### config.mk
export PLATFORM = sky130hd
export DESIGN_NAME = fc_layer
export DESIGN_NICKNAME = d
export VERILOG_FILES = /design/src/rtl/cnn_pkg.sv /design/src/rtl/fc_mac.sv /design/src/rtl/fc_layer.sv
export SDC_FILE = /design/constraint.sdc
export NUM_CORES = 2
export LEC_CHECK = 0
export CORE_ASPECT_RATIO = 0.6
export CORE_MARGIN = 3
export CORE_UTILIZATION = 32
export CTS_CLUSTER_SIZE = 24
export DETAILED_ROUTE_END_ITERATION = 8
export SYNTH_ARGS = -nofsm -noshare
export SYNTH_HDL_FRONTEND = slang
export SYNTH_SLANG_ARGS = --single-unit
### constraint.sdc
create_clock -name clk -period 17.05 [get_ports clk]
set_input_delay 3.41 -clock clk [delete_from_list [all_inputs] [get_ports clk]]
set_output_delay 3.41 -clock clk [all_outputs]
set_load 0.05 [all_outputs]
### src/rtl/cnn_pkg.sv
// Shared types, widths and helpers for the CNN accelerator datapath.
// Used by the fully-connected layer engine and its MAC unit.
package cnn_pkg;

  localparam int DATA_W = 16;
  localparam int ADDR_W = 16;
  localparam int ACC_W  = 40;

  localparam logic [ADDR_W-1:0] FC_IN_BASE = 16'd59596;
  localparam logic [ADDR_W-1:0] FC_W_BASE  = 16'd59716;

  typedef enum logic [2:0] {
    FC_IDLE,
    FC_LOAD_X,
    FC_LOAD_WAIT,
    FC_BIAS,
    FC_MAC,
    FC_DRAIN,
    FC_WRITE,
    FC_DONE
  } fc_state_t;

  // Drop the fraction bits, then clamp into the signed 16-bit range.
  function automatic logic signed [DATA_W-1:0] sat16(input logic signed [ACC_W-1:0] acc,
                                                     input int frac);
    logic signed [ACC_W-1:0] s;
    s = acc >>> frac;
    if (s > 40'sd32767)       return 16'sh7fff;
    else if (s < -40'sd32768) return 16'sh8000;
    else                      return s[DATA_W-1:0];
  endfunction

endpackage

### src/rtl/fc_mac.sv
// Signed 16x16 multiply with a 40-bit accumulator.
// clear zeroes, load seeds with the aligned bias, acc_en adds a*b.
module fc_mac
  import cnn_pkg::*;
#(
  parameter int FRAC = 0
) (
  input  logic              clk,
  input  logic              reset,
  input  logic              clear,
  input  logic              load,
  input  logic              acc_en,
  input  logic [DATA_W-1:0] bias,
  input  logic [DATA_W-1:0] a,
  input  logic [DATA_W-1:0] b,
  output logic [ACC_W-1:0]  acc_next
);

  logic [ACC_W-1:0]             acc;
  logic signed [2*DATA_W-1:0]   prod;

  assign prod = $signed(a) * $signed(b);

  // NOTE: always_comb assigns every output a default first so no latch is inferred.
  always_comb begin
    acc_next = acc;
    if (clear)
      acc_next = '0;
    else if (load)
      acc_next = {{(ACC_W-DATA_W){bias[DATA_W-1]}}, bias} << FRAC;
    else if (acc_en)
      acc_next = acc + {{(ACC_W-2*DATA_W){prod[2*DATA_W-1]}}, prod};
  end

  // NOTE: sequential state uses non-blocking assignments only.
  always_ff @(posedge clk or posedge reset) begin
    if (reset) acc <= '0;
    else       acc <= acc_next;
  end

endmodule

### src/rtl/fc_layer.sv
// Fully-connected layer engine: out[j] = bias[j] + sum_i W[j][i]*x[i], written back
// to RAM, with argmax of the saturated outputs reported on done.
module fc_layer
  import cnn_pkg::*;
#(
  parameter int N_IN  = 120,
  parameter int N_OUT = 10,
  parameter int FRAC  = 0
) (
  input  logic                      clk,
  input  logic                      reset,
  input  logic                      start,
  input  logic [ADDR_W-1:0]         in_base,
  input  logic [ADDR_W-1:0]         w_base,
  input  logic [ADDR_W-1:0]         b_base,
  input  logic [ADDR_W-1:0]         out_base,
  output logic                      busy,
  output logic                      done,
  output logic [$clog2(N_OUT)-1:0]  class_idx,
  output logic [DATA_W-1:0]         max_value,
  output logic                      mem_en,
  output logic                      mem_we,
  output logic [ADDR_W-1:0]         mem_addr,
  output logic [DATA_W-1:0]         mem_wdata,
  input  logic [DATA_W-1:0]         mem_rdata
);

  localparam int IW = $clog2(N_IN);
  localparam int JW = $clog2(N_OUT);
  localparam logic [IW-1:0] LAST_K = IW'(N_IN - 1);
  localparam logic [JW-1:0] LAST_J = JW'(N_OUT - 1);

  fc_state_t         state;
  logic [IW-1:0]     cnt;
  logic [JW-1:0]     j;
  logic [ADDR_W-1:0] b_base_r;
  logic [ADDR_W-1:0] out_base_r;
  logic [ADDR_W-1:0] w_ptr;
  logic [JW-1:0]     best_idx;
  logic [DATA_W-1:0] best_val;

  logic [DATA_W-1:0] xbuf [N_IN];
  logic              xbuf_we;
  logic [IW-1:0]     xbuf_wi;
  logic [IW-1:0]     xsel;

  logic              mac_clear;
  logic              mac_load;
  logic              mac_acc;
  logic [ACC_W-1:0]  acc_sum;

  logic [JW-1:0]     nidx;
  logic [DATA_W-1:0] nval;

  // Read data lags the issue by one cycle, so captures trail the load counter.
  always_comb begin
    xbuf_we = 1'b0;
    xbuf_wi = '0;
    if (state == FC_LOAD_X && cnt != '0) begin
      xbuf_we = 1'b1;
      xbuf_wi = cnt - IW'(1);
    end else if (state == FC_LOAD_WAIT) begin
      xbuf_we = 1'b1;
      xbuf_wi = LAST_K;
    end
  end

  // NOTE: the x buffer is plain storage with no reset; it is always filled before use.
  always_ff @(posedge clk) begin
    if (xbuf_we) xbuf[xbuf_wi] <= mem_rdata;
  end

  always_comb begin
    xsel      = '0;
    if (state == FC_DRAIN)   xsel = LAST_K;
    else if (cnt != '0)      xsel = cnt - IW'(1);
    mac_clear = (state == FC_IDLE) && start;
    mac_load  = (state == FC_MAC) && (cnt == '0);
    mac_acc   = ((state == FC_MAC) && (cnt != '0)) || (state == FC_DRAIN);
  end

  fc_mac #(.FRAC(FRAC)) u_mac (
    .clk      (clk),
    .reset    (reset),
    .clear    (mac_clear),
    .load     (mac_load),
    .acc_en   (mac_acc),
    .bias     (mem_rdata),
    .a        (mem_rdata),
    .b        (xbuf[xsel]),
    .acc_next (acc_sum)
  );

  // Running argmax; output 0 always seeds, strict > keeps the lowest index on ties.
  always_comb begin
    nidx = best_idx;
    nval = best_val;
    if (j == '0 || $signed(mem_wdata) > $signed(best_val)) begin
      nidx = j;
      nval = mem_wdata;
    end
  end

  always_ff @(posedge clk or posedge reset) begin
    if (reset) begin
      state      <= FC_IDLE;
      busy       <= 1'b0;
      done       <= 1'b0;
      class_idx  <= '0;
      max_value  <= '0;
      mem_en     <= 1'b0;
      mem_we     <= 1'b0;
      mem_addr   <= '0;
      mem_wdata  <= '0;
      cnt        <= '0;
      j          <= '0;
      b_base_r   <= '0;
      out_base_r <= '0;
      w_ptr      <= '0;
      best_idx   <= '0;
      best_val   <= '0;
    end else begin
      case (state)
        FC_IDLE: begin
          if (start) begin
            b_base_r   <= b_base;
            out_base_r <= out_base;
            w_ptr      <= w_base;
            mem_addr   <= in_base;
            mem_en     <= 1'b1;
            busy       <= 1'b1;
            cnt        <= '0;
            j          <= '0;
            state      <= FC_LOAD_X;
          end
        end
        FC_LOAD_X: begin
          if (cnt == LAST_K) begin
            mem_en <= 1'b0;
            state  <= FC_LOAD_WAIT;
          end else begin
            cnt      <= cnt + IW'(1);
            mem_addr <= mem_addr + 16'd1;
          end
        end
        FC_LOAD_WAIT: begin
          mem_en   <= 1'b1;
          mem_addr <= b_base_r + ADDR_W'(j);
          state    <= FC_BIAS;
        end
        FC_BIAS: begin
          mem_addr <= w_ptr;
          w_ptr    <= w_ptr + 16'd1;
          cnt      <= '0;
          state    <= FC_MAC;
        end
        FC_MAC: begin
          // Weights are row-major, so one pointer walks all rows back to back.
          if (cnt == LAST_K) begin
            mem_en <= 1'b0;
            state  <= FC_DRAIN;
          end else begin
            cnt      <= cnt + IW'(1);
            mem_addr <= w_ptr;
            w_ptr    <= w_ptr + 16'd1;
          end
        end
        FC_DRAIN: begin
          mem_en    <= 1'b1;
          mem_we    <= 1'b1;
          mem_addr  <= out_base_r + ADDR_W'(j);
          mem_wdata <= sat16(acc_sum, FRAC);
          state     <= FC_WRITE;
        end
        FC_WRITE: begin
          mem_we   <= 1'b0;
          best_idx <= nidx;
          best_val <= nval;
          if (j == LAST_J) begin
            mem_en    <= 1'b0;
            done      <= 1'b1;
            class_idx <= nidx;
            max_value <= nval;
            state     <= FC_DONE;
          end else begin
            j        <= j + JW'(1);
            mem_addr <= b_base_r + ADDR_W'(j) + 16'd1;
            state    <= FC_BIAS;
          end
        end
        FC_DONE: begin
          done  <= 1'b0;
          busy  <= 1'b0;
          state <= FC_IDLE;
        end
        default: state <= FC_IDLE;
      endcase
    end
  end

endmodule

=== Yosys cells after proc, flatten, opt, wreduce, memory -nomap -nowiden ===
Memories as Yosys holds them, arrays and structs flattened.
Index checks and enable logic that the tools add are counted.

* Flip-flop bits (word level): 178
* Memory bits (writable): 1920
* Output and inout port bits: 56
* Logic and storage cells: 121
* Memories: 1

{| class="wikitable"
|+ Memory list
! name !! words !! bits a word !! read ports !! clocked after Yosys merged registers in !! wr ports !! RTL line !! text
|-
| xbuf || 120 || 16 || 1 || 0 || 1 || fc_layer.sv:42 || <nowiki>logic [DATA_W-1:0] xbuf [N_IN];</nowiki>
|}

* Add/sub/neg operators: 9
* Multiply operators: 1
* Order comparisons: 3
* Equal/unequal tests: 18
* Mux-type cells: 42
* Reduce and logical (&&, ||, !) cells: 30

{| class="wikitable"
|+ Operators by type and width
! cell !! number
|-
| 16-bit 2-to-1 mux || 9
|-
| 40-bit 2-to-1 mux || 3
|-
| 16-bit case mux with 7 select lines || 1
|-
| 16-bit by 1-bit adder with 16-bit output, second input constant || 3
|-
| 16-bit case mux with 3 select lines || 1
|-
| 7-bit 2-to-1 mux || 6
|-
| 40-bit adder || 1
|-
| 40-bit by 16-bit > comparator with 1-bit output, second input constant || 1
|-
| 40-bit by 16-bit < comparator with 1-bit output, second input constant || 1
|-
| 16-bit by 4-bit adder with 16-bit output || 2
|-
| 16-bit by 16-bit multiplier with 32-bit output || 1
|-
| 3-bit case mux with 8 select lines || 1
|-
| 7-bit case mux with 3 select lines || 1
|-
| 16-bit > comparator || 1
|-
| 7-bit nonzero test || 2
|-
| 3-bit equality test, second input constant || 4
|-
| 3-bit 2-to-1 mux || 4
|-
| 4-bit 2-to-1 mux || 3
|-
| 2-bit inequality test, second input constant || 6
|-
| 3-bit AND reduction || 4
|-
| 1-bit 2-to-1 mux || 8
|-
| 4-bit case mux with 2 select lines || 1
|-
| 2-bit AND reduction || 4
|-
| 2-bit nonzero test || 4
|-
| 20 further kinds || 31
|}

=== Longest topological paths before layout ===
An unclocked memory read counts as a cell.

* Depth after elaboration: 12
* Mapped depth: 60
* Gate-level depth less buffers: 51

=== Hierarchy ===
From an unflattened synthesis, not the netlist that was laid out.

* Cells, all modules: 7099
* Area total of the unflattened synthesis: 95336.4 µm²

{| class="wikitable"
|+ By module, submodules not included
! module !! instances !! cells an instance !! area each (µm²)
|-
| fc_layer || 1 || 5542 || 81750.9
|-
| fc_mac || 1 || 1557 || 13585.5
|}

=== Least setup slack after synthesis ===
OpenSTA, ideal clock, no wires.

* Path kind: input-to-reg
* From: input mem_rdata[8]
* To: register mem_wdata[1]
* Library setup time: 0.132 ns
* Arrival time: 12.283 ns
* Required time: 16.918 ns
* Setup slack: 4.636 ns
* Cell stages on the path: 38
* Path buffers: 3
* Cell sequence: clkbuf_1 clkinv_1 or2_2 fa_1 fa_1 fa_1 fa_1 inv_1 fa_1 inv_1 fa_1 inv_1 ha_1 nand3_1 nor3_1 o311ai_1 a21oi_1 o31ai_1 (+2 left out) a21boi_0 or4b_1 nand4b_1 ha_1 clkbuf_1 nand2_1 a21oi_1 a221oi_1 o21ai_0 nor4_1 a21oi_1 xor2_1 o221a_2 nor4b_2 o211ai_1 o31ai_4 buf_6 o22ai_2

* Cells in the longest elaborated chain, start to end: 8
* Elaborated cells between the ends (all ways): 9
* Those cells by class: add/sub: 1; mul: 1; order compare: 2; mux: 5

{| class="wikitable"
|+ RTL lines
! element !! RTL line !! text
|-
| from (decl) || fc_layer.sv:25 || <nowiki>input logic [DATA_W-1:0] mem_rdata</nowiki>
|-
| 16-bit by 16-bit multiplier with 32-bit output (*) || fc_mac.sv:22 || <nowiki>assign prod = $signed(a) * $signed(b);</nowiki>
|-
| 40-bit adder (*) || fc_mac.sv:32 || <nowiki>acc_next = acc + {{(ACC_W-2*DATA_W){prod[2*DATA_W-1]}}, prod};</nowiki>
|-
| 40-bit 2-to-1 mux (*) || fc_mac.sv:31 || <nowiki>else if (acc_en)</nowiki>
|-
| 40-bit 2-to-1 mux (*) || fc_mac.sv:29 || <nowiki>else if (load)</nowiki>
|-
| 40-bit 2-to-1 mux (*) || fc_mac.sv:27 || <nowiki>if (clear)</nowiki>
|-
| named net acc_sum[35] || fc_layer.sv:50 || <nowiki>logic [ACC_W-1:0] acc_sum;</nowiki>
|-
| 40-bit by 16-bit < comparator with 1-bit output || cnn_pkg.sv:29 || <nowiki>else if (s < -40'sd32768) return 16'sh8000;</nowiki>
|-
| 16-bit 2-to-1 mux || cnn_pkg.sv:29 ||
|-
| 16-bit 2-to-1 mux (*) || cnn_pkg.sv:28 || <nowiki>if (s > 40'sd32767) return 16'sh7fff;</nowiki>
|-
| to (signal assigned) || fc_layer.sv:172 || <nowiki>mem_wdata <= sat16(acc_sum, FRAC);</nowiki>
|-
| to (decl) || fc_layer.sv:24 || <nowiki>output logic [DATA_W-1:0] mem_wdata,</nowiki>
|}

Mark *: on every way through the listed nets, which the timed path passes. The rest lies on a longest branch.
A chain may end at the register's enable or synchronous reset.

=== Final worst setup path ===
* From: register cnt[0]
* To: register mem_wdata[13]

* Cells in the longest elaborated chain, start to end: 12
* Elaborated cells between the ends (all ways): 18
* Those cells by class: add/sub: 2; mul: 1; order compare: 2; mux: 7; reduce/logical: 5; memory: 1

{| class="wikitable"
|+ RTL lines
! element !! RTL line !! text
|-
| from (decl) || fc_layer.sv:34 || <nowiki>logic [IW-1:0] cnt;</nowiki>
|-
| from (signal assigned) || fc_layer.sv:142 || <nowiki>cnt <= cnt + IW'(1);</nowiki>
|-
| from (signal assigned) || fc_layer.sv:163 || <nowiki>cnt <= cnt + IW'(1);</nowiki>
|-
| 7-bit by 1-bit subtractor with 7-bit output or 7-bit nonzero test (tied branches) || fc_layer.sv:76, fc_layer.sv:79 ||
|-
| 7-bit 2-to-1 mux || fc_layer.sv:76 || <nowiki>else if (cnt != '0) xsel = cnt - IW'(1);</nowiki>
|-
| 7-bit 2-to-1 mux || fc_layer.sv:75 || <nowiki>if (state == FC_DRAIN) xsel = LAST_K;</nowiki>
|-
| memory 120 x 16 bit || n/a ||
|-
| 16-bit by 16-bit multiplier with 32-bit output || fc_mac.sv:22 ||
|-
| 40-bit adder || fc_mac.sv:32 ||
|-
| 40-bit 2-to-1 mux || fc_mac.sv:31 ||
|-
| 40-bit 2-to-1 mux (*) || fc_mac.sv:29 ||
|-
| 40-bit 2-to-1 mux (*) || fc_mac.sv:27 ||
|-
| named net acc_sum[35] || fc_layer.sv:50 ||
|-
| 40-bit by 16-bit < comparator with 1-bit output || cnn_pkg.sv:29 ||
|-
| 16-bit 2-to-1 mux || cnn_pkg.sv:29 ||
|-
| 16-bit 2-to-1 mux (*) || cnn_pkg.sv:28 ||
|}

Marks and branches as above.

==> impl_metrics.tcl <==
set metrics [dict create \
    crit_path_start_kind "flop" \
    synth_cells 8431 \
    area_growth_pct 12.5 \
    drt_iter0_markers 9565 \
    synth_top_family_by_area "simple AND/OR/NAND/NOR gates" \
    path_max_fanout 73 \
    rows 158 \
    holdPathEnd "max_value[12]" \
    final_layout_size_suffix_gt1_frac 0.0887 \
    synth-xor-area-share 0.0103 \
    port-buffer-count 138 \
    drv_slew 2 \
    synth.area.mux_share 0.0112 \
    grt_max_degree 192 \
    syn_nets 8931 \
    cts_max_path_buffers 4 \
    wl_per_cell_um 24.4 \
    timing.hold.ws_ps 477 \
    synth_ff_type "edfxtp_1" \
    synth.avg_cell_area_um2 11.9 \
    finalCriticalPeriod_ps 16150 \
    grt_pass1_wl_mm 455 \
    start_util 0.323 \
    grt_overflow 0 \
    first_global_vias 66400 \
    insertion_delay_ps 890 \
    first_pass_iters 6 \
    worst_clock_skew_ps 87.2 \
    powerDensity_mw_per_mm2 174 \
    max-slew-margin-rel -0.0828 \
    reg2reg_slack_ps 900 \
    drv_cap 1 \
    synthAdderAreaFrac 0.0718 \
    hold_viol 0 \
    cts_tree "done" \
    violations "max-capacitance violations, max-slew violations" \
    die_w_um 729 \
    leakage_nw 40.0 \
    wirelength_mm 311 \
    seq_area_frac_synth 0.618 \
    antenna_found_initial 24 \
    synth_compound_gate_area_share 0.0903 \
    rr_endpoint "mem_wdata[13]" \
    timing.rr.start "cnt[0]" \
    tightest_slew_ps 1610 \
    yosys.area_share.simple 0.158 \
    min_from "max_value[12]" \
    clock_sinks 2098 \
    coreArea_mm2 0.311 \
    dieArea_mm2 0.321 \
    clkTransAtPathRegs_ps 70 \
    fmaxAchievable_ghz 0.0619 \
    yosysWarnings 0 \
    crit_arrival_ps 16820 \
    grt_usage 0.188 \
    fin_tns_setup_ps 0 \
    status "complete, but fails checks" \
    cts_inserted_buffers 190 \
    htreeDepth 4 \
    nets 8942 \
    vias 69800 \
    path_class "flop to flop" \
    die_y_um 440 \
    cp.required_ps 17720 \
    r2r_cells 51 \
    ys_ff_latch 2098 \
    grt_setup_unrepaired "no" \
    dpl.hpwl_mm 192 \
    gp_congestion 0.902 \
    slowest_stage "a21oi_4" \
    cts_root_buffer "clkbuf_16" \
    vias_per_cell 5.48 \
    slowest_delay_ps 880 \
    min_path_type "flop to flop" \
    hold_depth 2 \
    async_reset_ff_frac 0.0848 \
    synth-edff-count 1920 \
    io_pins 139 \
    post-route-period-util 0.947 \
    netlist_area_mm2 0.100 \
    final-setup-viol-count 0 \
    peakVddDrop_uv 454 \
    yosysUniqueCellTypes 109 \
    detail-route-antenna-nets 0 \
    cp-end-kind "flop" \
    drc_errors 0 \
    critPathMostFrequentCell "fa_1" \
]
worst max-delay path, delay by kind of cell (launching register included):
| family | cells | cell delay (ps) |
|---|---|---|
| AO/OA/AOI/OAI | 21 | 6590 |
| XOR/XNOR | 1 | 170 |
| adder cells (fa/ha/maj) | 9 | 3790 |
| buffers and inverters | 7 | 1650 |
| flip-flops | 1 | 510 |
| multiplexers | 1 | 360 |
| AND/OR/NAND/NOR | 12 | 2780 |
cell type report:
class	instances	area (um^2)
Tap cell	4160	5200
Clock buffer	233	5070
Fill cell	29700	198000
Sequential cell	2098	62100
Inverter	361	1360
Clock inverter	100	912
Antenna cell	6	15.0
Multi-Input combinational cell	5382	34500
Timing Repair Buffer	409	3760
layout by cell type (no fill, tap or decap), types with 34 or more instances in the layout:
master,netlist,layout
a211oi_1,360,356
a21o_1,36,36
a21oi_1,154,151
a311oi_1,178,178
a31oi_1,172,172
and3_1,334,334
buf_4,21,255
clkbuf_1,262,34
clkbuf_16,0,196
clkdlybuf4s50_1,0,122
clkinv_1,12,46
dfrtp_1,178,177
edfxtp_1,1920,1920
fa_1,266,266
ha_1,151,151
inv_1,347,346
mux2_2,46,46
nand2_1,1491,1489
nand3_1,901,901
nor2_1,416,394
nor3_1,141,139
o21ai_0,198,196
or2_2,34,34
xnor2_1,82,82
xor2_1,36,36
layer usage:
metal / share of wire / vias to the layer above / global-route usage
met3: 0.12 / 371 / 0.0510
met4: 0.020 / 6 / 0.0368
met1: 0.45 / 35200 / 0.291
li1: - / 30800 / -
met5: 0.00013 / - / 0
met2: 0.41 / 3512 / 0.262
metrics by stage:
step           utilization  instances  setup WS, ps  area (um^2)  power (mW)
3_5_place_dp         0.344      12400           888       107000        15.3
4_1_cts              0.363      12700           740       113000        19.6
3_3_place_gp         0.344      12400           921       107000        15.2
6_report             0.364      12700           904       113000        19.7
2_1_floorplan            -       8431          4640       100000        13.1
5_1_grt              0.364      12700           176       113000        20.9
worst max-delay path by stage:
stage	startpoint	endpoint	slack, ps	cells after the start
after floorplan	mem_rdata[8]	mem_wdata[1]	4640	38
after global placement	cnt[0]	mem_wdata[13]	920	50
after detailed placement	cnt[0]	mem_wdata[13]	890	50
after CTS	cnt[0]	mem_wdata[13]	740	50
after global routing	cnt[0]	mem_wdata[13]	180	50
final	cnt[0]	mem_wdata[13]	900	51
where the power goes:
| group | total (mW) | switching [mW] | internal [mW] |
|---|---|---|---|
| combinational | 9.60 | 5.86 | 3.74 |
| sequential | 5.81 | 0.0429 | 5.77 |
| clock | 4.28 | 1.94 | 2.34 |
| total | 19.7 | 7.84 | 11.8 |
cell usage after synthesis (15+ instances only):
cell type,instances,area (um^2)
a311oi_1,178,1560
dfrtp_1,178,4450
nand4_1,15,93.8
nor3_1,141,706
clkbuf_1,262,983
a31oi_1,172,1080
a21o_1,36,270
o22ai_1,26,163
nor2_1,416,1560
and3_1,334,2090
nand2b_1,27,169
buf_2,232,1160
mux2i_1,22,220
fa_1,266,5330
mux2_2,46,518
buf_1,62,233
xnor2_1,82,718
edfxtp_1,1920,57700
inv_1,347,1300
a211oi_1,360,2700
xor2_1,36,315
o21ai_0,198,991
and2_1,29,181
ha_1,151,1890
nand3_1,901,4510
o211ai_1,27,203
a21oi_1,154,771
or2_2,34,213
buf_4,21,158
nand2_1,1491,5600
flip-flops by register name, indices dropped and copies added (netlist names):
register    cells
mem_we          1
cnt             7
u_mac.acc      40
busy            1
state           3
b_base_r       16
class_idx       4
best_val       16
mem_wdata      16
mem_en          1
xbuf         1920
best_idx        4
max_value      16
w_ptr          16
j               4
mem_addr       16
out_base_r     16
done            1
kinds of logic after synthesis:
kind of cell | after synthesis
AOI/OAI and AO/OA | 1284
buffers and inverters | 951
muxes | 86
xor gates and xnor gates | 118
and+or+nand+nor | 3477
adders and majority gates | 417
DFF | 2098
what timing repair did:
action                                  4_1_cts  5_1_grt
hold endpoints to repair                      0        0
gates resized for setup                       0        1
buffers inserted                              0        5
endpoints found under the setup margin        0       15
hold buffers                                  0        0
No activity file was read; power rests on OpenSTA's default activity.
